==> config.mk <==
export PLATFORM = sky130hd
export DESIGN_NAME = router_pkt_tx
export DESIGN_NICKNAME = d
export VERILOG_FILES = /design/src/rtl/router_pkt_tx.sv
export SDC_FILE = /design/constraint.sdc
export NUM_CORES = 1
export LEC_CHECK = 0
export ABC_AREA = 1
export ABC_CLOCK_PERIOD_IN_PS = 5500
export CAP_MARGIN = 5
export CORE_MARGIN = 3
export CORE_UTILIZATION = 60
export DETAILED_ROUTE_END_ITERATION = 8
export PLACE_DENSITY = 0.77
export SYNTH_ARGS = -nofsm -noshare
export SYNTH_HDL_FRONTEND = slang
export SYNTH_SLANG_ARGS = --single-unit
==> constraint.sdc <==
create_clock -name i_clk -period 5.5 [get_ports i_clk]
set_clock_uncertainty 0.1 [all_clocks]
set_input_delay 1.1 -clock i_clk [delete_from_list [all_inputs] [get_ports i_clk]]
set_output_delay 1.1 -clock i_clk [all_outputs]
set_load 0.05 [all_outputs]
==> src/rtl/router_pkt_tx.sv <==
// Router input-port packet source: stages payload bytes in a FIFO, then sends
// header, payload and (optionally corrupted) parity while honouring busy.
module router_pkt_tx #(
  parameter int         BUF_DEPTH = 64,
  parameter logic [7:0] INJ_MASK  = 8'h05
) (
  input  logic                       i_clk,
  input  logic                       i_rst,
  input  logic                       i_ld_en,
  input  logic [7:0]                 i_ld_data,
  output logic                       o_ld_full,
  output logic [$clog2(BUF_DEPTH):0] o_ld_count,
  input  logic                       i_start,
  input  logic [1:0]                 i_dest_addr,
  input  logic [5:0]                 i_pld_len,
  input  logic                       i_err_inj,
  output logic                       o_start_rej,
  input  logic                       i_busy,
  output logic [7:0]                 o_data_out,
  output logic                       o_pkt_valid,
  output logic                       o_tx_active,
  output logic                       o_done,
  output logic [2:0]                 o_state
);

  localparam int AW = $clog2(BUF_DEPTH);
  localparam logic [AW:0] DEPTH_C = (AW+1)'(BUF_DEPTH);

  typedef enum logic [2:0] {
    S_IDLE    = 3'd0,
    S_HEADER  = 3'd1,
    S_PAYLOAD = 3'd2,
    S_PARITY  = 3'd3,
    S_DONE    = 3'd4
  } state_t;

  // Handshake with the router: a byte is consumed at every rising edge where
  // o_tx_active=1 and i_busy=0; with i_busy=1 every transmit register holds.

  // ---------------- payload FIFO ----------------
  logic [7:0]    r_mem [BUF_DEPTH];
  logic [AW-1:0] r_wr_ptr;
  logic [AW-1:0] r_rd_ptr;
  logic [AW:0]   r_count;
  logic          r_full;
  logic          w_wr;
  logic          w_rd;
  logic [AW:0]   w_count_nxt;
  logic [7:0]    w_rd_data;

  assign w_wr      = i_ld_en & ~r_full;
  assign w_rd_data = r_mem[r_rd_ptr];

  always_comb begin
    w_count_nxt = r_count;
    case ({w_wr, w_rd})
      2'b10:   w_count_nxt = r_count + 1'b1;
      2'b01:   w_count_nxt = r_count - 1'b1;
      default: w_count_nxt = r_count;
    endcase
  end

  always_ff @(posedge i_clk) begin
    if (w_wr) r_mem[r_wr_ptr] <= i_ld_data;
  end

  always_ff @(posedge i_clk) begin
    if (i_rst) begin
      r_wr_ptr <= '0;
      r_rd_ptr <= '0;
      r_count  <= '0;
      r_full   <= 1'b0;
    end else begin
      if (w_wr) r_wr_ptr <= r_wr_ptr + 1'b1;
      if (w_rd) r_rd_ptr <= r_rd_ptr + 1'b1;
      r_count <= w_count_nxt;
      r_full  <= (w_count_nxt == DEPTH_C);
    end
  end

  // ---------------- transmit FSM ----------------
  state_t     r_state, w_state_nxt;
  logic [7:0] r_data,   w_data_nxt;
  logic       r_valid,  w_valid_nxt;
  logic       r_active, w_active_nxt;
  logic       r_done,   w_done_nxt;
  logic       r_rej,    w_rej_nxt;
  logic [7:0] r_par,    w_par_nxt;
  logic [5:0] r_cnt,    w_cnt_nxt;
  logic [5:0] r_len,    w_len_nxt;
  logic       r_inj,    w_inj_nxt;
  logic       w_accept;
  logic [7:0] w_header;

  assign w_accept = (i_pld_len != 6'd0) && (r_count >= (AW+1)'(i_pld_len));
  assign w_header = {i_pld_len, i_dest_addr};

  // Parity accumulates when a byte is loaded into r_data, so it is complete
  // by the time the last payload byte is accepted.
  always_comb begin
    w_state_nxt  = r_state;
    w_data_nxt   = r_data;
    w_valid_nxt  = r_valid;
    w_active_nxt = r_active;
    w_done_nxt   = 1'b0;
    w_rej_nxt    = 1'b0;
    w_par_nxt    = r_par;
    w_cnt_nxt    = r_cnt;
    w_len_nxt    = r_len;
    w_inj_nxt    = r_inj;
    w_rd         = 1'b0;
    case (r_state)
      S_IDLE: begin
        w_data_nxt   = 8'h00;
        w_valid_nxt  = 1'b0;
        w_active_nxt = 1'b0;
        if (i_start) begin
          if (w_accept) begin
            w_state_nxt  = S_HEADER;
            w_len_nxt    = i_pld_len;
            w_inj_nxt    = i_err_inj;
            w_data_nxt   = w_header;
            w_par_nxt    = w_header;
            w_valid_nxt  = 1'b1;
            w_active_nxt = 1'b1;
            w_cnt_nxt    = 6'd0;
          end else begin
            w_rej_nxt = 1'b1;
          end
        end
      end
      S_HEADER: begin
        if (!i_busy) begin
          w_state_nxt = S_PAYLOAD;
          w_data_nxt  = w_rd_data;
          w_par_nxt   = r_par ^ w_rd_data;
          w_cnt_nxt   = 6'd0;
          w_rd        = 1'b1;
        end
      end
      S_PAYLOAD: begin
        if (!i_busy) begin
          if (r_cnt == r_len - 6'd1) begin
            w_state_nxt = S_PARITY;
            w_valid_nxt = 1'b0;
            w_data_nxt  = r_par ^ (r_inj ? INJ_MASK : 8'h00);
          end else begin
            w_cnt_nxt  = r_cnt + 6'd1;
            w_data_nxt = w_rd_data;
            w_par_nxt  = r_par ^ w_rd_data;
            w_rd       = 1'b1;
          end
        end
      end
      S_PARITY: begin
        if (!i_busy) begin
          w_state_nxt  = S_DONE;
          w_data_nxt   = 8'h00;
          w_valid_nxt  = 1'b0;
          w_active_nxt = 1'b0;
          w_done_nxt   = 1'b1;
        end
      end
      S_DONE: begin
        w_state_nxt  = S_IDLE;
        w_data_nxt   = 8'h00;
        w_valid_nxt  = 1'b0;
        w_active_nxt = 1'b0;
      end
      default: begin
        w_state_nxt  = S_IDLE;
        w_data_nxt   = 8'h00;
        w_valid_nxt  = 1'b0;
        w_active_nxt = 1'b0;
      end
    endcase
  end

  always_ff @(posedge i_clk) begin
    if (i_rst) begin
      r_state  <= S_IDLE;
      r_data   <= 8'h00;
      r_valid  <= 1'b0;
      r_active <= 1'b0;
      r_done   <= 1'b0;
      r_rej    <= 1'b0;
      r_par    <= 8'h00;
      r_cnt    <= 6'd0;
      r_len    <= 6'd0;
      r_inj    <= 1'b0;
    end else begin
      r_state  <= w_state_nxt;
      r_data   <= w_data_nxt;
      r_valid  <= w_valid_nxt;
      r_active <= w_active_nxt;
      r_done   <= w_done_nxt;
      r_rej    <= w_rej_nxt;
      r_par    <= w_par_nxt;
      r_cnt    <= w_cnt_nxt;
      r_len    <= w_len_nxt;
      r_inj    <= w_inj_nxt;
    end
  end

  assign o_ld_full   = r_full;
  assign o_ld_count  = r_count;
  assign o_start_rej = r_rej;
  assign o_data_out  = r_data;
  assign o_pkt_valid = r_valid;
  assign o_tx_active = r_active;
  assign o_done      = r_done;
  assign o_state     = r_state;

endmodule

# Yosys cells after proc, flatten, opt, wreduce, memory -nomap -nowiden
# Memory sizes are Yosys's and may differ from the RTL's. A register that Yosys moved wholly into a read port is not among the register bits.
# Cells that the tools add are included.
[word_totals]
mem_count = 1
ff_bits = 56
ramBits = 512
wordCells = 102
latchBits = 0
input_bits = 22
rom_bits = 0
output_inout_bits = 23
[memory_table]
columns = ["memory", "depth", "word_bits", "rd", "rd_clocked_by_memory_dff", "wr", "line", "rtl"]
rows = [
  ["r_mem", 64, 8, 1, 1, 1, "41", "logic [7:0] r_mem [BUF_DEPTH];"],
]
[classes]
magnitude_cmp = 1
shift = 0
n_mul = 0
n_bitwise = 9
div_mod_pow = 0
n_reduce_logical = 13
muxes = 44
add_sub_neg = 6
eq_ne = 14
[ops]
columns = ["op", "count"]
rows = [
  ["8-bit two-way mux", 11],
  ["6-bit two-way mux", 7],
  ["8-bit case mux with 4 select lines", 1],
  ["8-bit case mux with 3 select lines", 1],
  ["3-bit two-way mux", 7],
  ["6-bit by 1-bit adder with 6-bit output (second input constant)", 3],
  ["6-bit case mux with 3 select lines", 1],
  ["2-bit inequality test (second input constant)", 7],
  ["7-bit case mux with 2 select lines", 1],
  ["3-bit case mux with 4 select lines", 1],
  ["6-bit AND reduction", 2],
  ["1-bit two-way mux", 11],
  ["8-bit by 3-bit bitwise XOR with 8-bit output", 1],
  ["8-bit bitwise XOR", 1],
  ["7-bit by 1-bit adder with 7-bit output (second input constant)", 1],
  ["7-bit equality test (second input constant)", 1],
  ["7-bit by 6-bit >= comparator with 1-bit output", 1],
  ["7-bit by 1-bit subtractor with 7-bit output (second input constant)", 1],
  ["3-bit by 2-bit equality test with 1-bit output (second input constant)", 2],
  ["6-bit equality test", 1],
  ["1-bit inverter", 6],
  ["3-bit AND reduction", 2],
  ["6-bit nonzero test", 1],
  ["6-bit by 1-bit subtractor with 6-bit output (second input constant)", 1],
  ["other kinds (14)", 15],
]

# Longest topological paths before layout
[logic_depth]
depth_word = 8
ltp_mapped = 27
depth_no_buf = 26

# Worst setup path after synthesis
# OpenSTA, ideal clock, no wires.
[synth_timing]
path_kind = "reg2reg"
from = "register r_len[0]"
to = "register r_full, in the netlist o_ld_full"
setup_slack_ps = 2204
path_buffers = 1
t_arrival_ps = 3082
t_required_ps = 5287
period_less_slack_ps = 3296
path_stages_with_launch = 26
setup_ps = 113
path_cell_list = "dfxtp_1 inv_2 ha_1 xnor2_1 a21oi_1 nand3_1 nor2_1 nand3_1 nand2_1 nand2_4 nand2_4 inv_2 ha_1 buf_2 xor2_1 ha_1 inv_1 nand2_1 nand3_1 nand2_1 a31oi_1 nor2_1 nor2_1 nand3_1 nand3_1 nor2_1"
[synth_between]
elab_chain_cells = 8
word_cells_on_any_way = 9
classes_between = "add/sub (1); eq/ne (4); mux (4)"
[synth_rtl]
columns = ["item", "line", "rtl"]
rows = [
  ["from (decl)", "90", "logic [5:0] r_len, w_len_nxt;"],
  ["from (signal assigned)", "200", "r_len <= w_len_nxt;"],
  ["6-bit by 1-bit subtractor with 6-bit output (*)", "143", "if (r_cnt == r_len - 6'd1) begin"],
  ["6-bit equality test (*)", "143", ""],
  ["1-bit two-way mux (*)", "143", ""],
  ["1-bit two-way mux (*)", "142", "if (!i_busy) begin"],
  ["1-bit case mux with 2 select lines (*)", "112", "case (r_state)"],
  ["2-bit by 1-bit equality test with 1-bit output / 2-bit equality test (equally long branches)", "56", "case ({w_wr, w_rd})"],
  ["7-bit case mux with 2 select lines (*)", "56", ""],
  ["7-bit equality test (*)", "77", "r_full <= (w_count_nxt == DEPTH_C);"],
  ["to (signal assigned)", "77", ""],
  ["to (decl)", "45", "logic r_full;"],
]
# Every way passes the cells marked *; elsewhere a longest branch is shown, timed or not.
# A chain may end at the register's enable or synchronous reset.

# Worst setup path after layout
[layout_timing]
from = "input i_ld_en"
to = "memory r_mem[6][0], enable pin"
[layout_between]
elab_chain_cells = 3
[layout_rtl]
columns = ["item", "line", "rtl"]
rows = [
  ["from (decl)", "9", "input logic i_ld_en,"],
  ["1-bit bitwise AND", "51", "assign w_wr = i_ld_en & ~r_full;"],
  ["1-bit two-way mux", "64", "if (w_wr) r_mem[r_wr_ptr] <= i_ld_data;"],
  ["1-bit two-way mux (implied by the code)", "64", ""],
  ["to (decl)", "41", ""],
]
# No other way between the ends.

==> run metrics <==
status=finished clean; mapped cell area=around 24000 um^2; GP Congestion=approximately 0.92; number of synthesized register bits=~570; post-cts gate resize count=0; CTS root buf=clkbuf_16; Avg Cell Area, Syn=between 10 and 15 um^2; GR Overflow Total=0; # fillers=2974; crit start category=input pin; CP max stage cell=nor2_1; FF-to-FF path depth=25; Post-CTS Setup Bufs=0; Synth Area in Adders=0.6662%; initial antenna violation count=0; CTS Buffer Depth=3; Least-Margin Pin Slew=1144 ps; Total GRT Usage=a little over a quarter; Worst EP required=5640 ps; DRT Wirelength=around 60000 um; largest family of logic cells by synthesized area=simple AND/OR/NAND/NOR gates; RSZ-0062 raised after global routing=false; xor/xnor share of the synthesized area=less than 1%; Max stage delay on crit path=about 800 ps; Layout area overhead=8.773%; Final nets=between 2000 and 2500; ratio of cells with drive above 1 in the final layout=5.816%; flop2flop setup slack=between 1500 and 2000 ps; Peak VDD IR=about 0.4 mV; clk slew on worst S/H paths=60 ps; Horiz. Die Dim=roughly 210 um; total CTS buffers=between 50 and 60; worst min path class=flop to flop; register area share after synthesis=roughly 68%; vias in the first global route=between 15000 and 20000; Pre-antenna DRT Iters=6; Peak Freq=between 200 and 300 MHz; Leakage Power=approximately 0.0097 uW; Hold Buf Count CTS=0; compound-cell area share of the yosys netlist=under 10%; utilization after layout=approximately 66%; critical path arrival=just over 4000 ps; n_diodes=0; DP HPWL=35710 um; power density over the cells=430.2 nW/um^2; worst skew pair latency=620 ps; die area=43150 um^2; Vias=about 17000; Post-Synthesis Cells=approximately 2300; first-pass GRT wire length=92080 um; drt wl/cell=around 21 um; DRC errors left=0; reg-to-reg endpoint=o_ld_full$_SDFF_PP0_; yosys warns=0; ANT nets after route=0; # IOs=45; most common cell after layout, fill and taps aside=nand2_1; Worst Setup Path Type=input pin to flop; CP dominant cell by count=nor2_1; R2R Path Start=r_len[0]$_SDFFE_PP0P_; Relative slew margins=23.13%; DR iter-0 viols=2288; H-tree levels=2; Power, Total=between 10000 and 15000 uW; Post-Syn Nets=between 2000 and 2500; max-slew violations=0; row count=73; Post-Synth Simple-Gate Area=approximately 25%; Final WS setup=between 1500 and 2000 ps; worst-path maximum fanout=8; largest net degree at the start of global routing=roughly 190; pre-CTS setup slack=between 1000 and 1500 ps; CP endpoint=r_mem[6][0]$_DFFE_PP_; count of buffers from port buffering=44; core area=approximately 40000 um^2; crit path from=i_ld_en; period utilisation layout=about 71%; commonest non-fill, non-tap cells in the layout=nand2_1 (785), edfxtp_1 (512), nand3_1 (483); Clock Sinks=574; final hold vios=0; Synth cell types=37; CP Capture Type=flop; mux cell area share after synthesis=less than 1%; CTS tree=built; vias per inst=around 6.0; Starting Density=between 60 and 70%; crit-path cells=clkdlybuf4s50_1, inv_1, nor2_1, inv_1, nor2_1, nand3_1, nor2_1; Final min period=just under 4000 ps; Max Cap Violations=0; Die Y-Extent=207.7 um; worst hold slack=365.2 ps; setup violators final=0; post-route setup TNS=0 ps
==> cell families (layout without fill, tap and decap cells) <==
| logic type | count (synthesis) | count (layout) |
|---|---|---|
| AOI/OAI and AO/OA | 76 | 76 |
| xor gates and xnor gates | 21 | 21 |
| adders and majority gates | 13 | 13 |
| buffers and inverters | 181 | 225 |
| DFF | 574 | 574 |
| muxes | 2 | 2 |
| and+or+nand+nor | 1410 | 1410 |
==> critical path: cells and delay by family <==
family	cells	cell delay [ps]
buf+inv	3	730
simple gates	4	2220
==> per-layer routing <==
metal  vias up  track usage (%)  routed length (um)
met3       164            5.380                6459
met1      8108            38.29               23200
met2      1006            43.18               27490
met4         0            11.25                2418
li1       7846                -                   -
met5         -                0                   0
==> flip-flops by register name, summed over array words and instances, names as in the netlist, named ones only <==
signal and flops:
o_done 1, r_par 8, r_len 6, o_data_out 8, r_cnt 6, o_tx_active 1
o_state 3, r_rd_ptr 6, r_mem 512, r_inj 1, r_wr_ptr 6, o_pkt_valid 1
o_start_rej 1, o_ld_full 1, o_ld_count 7
==> cells in the mapped netlist <==
master | instances | area share (%)
buf_6 | 27 | 1.2
inv_1 | 48 | 0.74
mux2i_1 | 2 | 0.082
dfxtp_1 | 62 | 5.1
nand3_1 | 483 | 9.9
nand3_2 | 2 | 0.082
xor2_1 | 13 | 0.47
nor2_2 | 2 | 0.051
a21oi_1 | 48 | 0.98
nor4_1 | 1 | 0.026
o211ai_1 | 1 | 0.031
nor2_1 | 118 | 1.8
nand2_4 | 2 | 0.092
buf_4 | 17 | 0.52
xnor2_1 | 8 | 0.29
edfxtp_1 | 512 | 63
nand2_2 | 1 | 0.026
nand2_1 | 785 | 12
nand3b_1 | 1 | 0.031
o21a_1 | 2 | 0.061
o21ai_0 | 22 | 0.45
buf_1 | 12 | 0.18
inv_4 | 2 | 0.051
a31oi_1 | 1 | 0.026
clkbuf_1 | 12 | 0.18
ha_1 | 13 | 0.67
buf_12 | 1 | 0.082
nor3b_1 | 1 | 0.031
inv_2 | 10 | 0.15
a21oi_2 | 1 | 0.036
a211oi_1 | 1 | 0.031
buf_2 | 51 | 1.0
nor2_4 | 3 | 0.14
nor3_1 | 7 | 0.14
nand2_8 | 1 | 0.082
buf_8 | 1 | 0.061
nand4_1 | 3 | 0.077
==> report_power, final <==
group | internal (uW) | leakage (uW) | switching [uW] | total (uW)
sequential | 4860 | 0.00511 | 106 | 4970
clock | 2010 | 0.000857 | 1600 | 3610
combinational | 792 | 0.00371 | 2050 | 2850
==> through the flow <==
stage / cells / cell area [um^2]
4_1_cts: 2846 / 26560
2_1_floorplan: 2277 / 24420
5_1_grt: 2846 / 26560
3_3_place_gp: 2741 / 24820
3_5_place_dp: 2741 / 24820
6_report: 2846 / 26560
==> worst min path at each step <==
stage | from | to | slack (ps) | cells past startpoint
after detailed placement | o_data_out[6]$_SDFFE_PP0P_ | o_data_out[6]$_SDFFE_PP0P_ | 360 | 2
final | o_data_out[7]$_SDFFE_PP0P_ | o_data_out[7]$_SDFFE_PP0P_ | 370 | 2
after global placement | o_data_out[4]$_SDFFE_PP0P_ | o_data_out[4]$_SDFFE_PP0P_ | 360 | 2
after global routing | o_data_out[7]$_SDFFE_PP0P_ | o_data_out[7]$_SDFFE_PP0P_ | 390 | 2
after floorplan | r_rd_ptr[4]$_SDFFE_PP0N_ | flop | 340 | 1
after CTS | o_data_out[7]$_SDFFE_PP0P_ | o_data_out[7]$_SDFFE_PP0P_ | 370 | 2
==> final cells by class <==
type / instances / area [um^2] / area share [%]
Clock inverter: 32 / 171.4 / 0.6454
Tap cell: 525 / 656.9 / 2.473
Sequential cell: 574 / 16620 / 62.59
Timing Repair Buffer: 60 / 543.0 / 2.045
Inverter: 60 / 235.2 / 0.8857
Clock buffer: 73 / 1569 / 5.908
Multi-Input combinational cell: 1522 / 6759 / 25.45
Power figures use the tool's default switching activity.
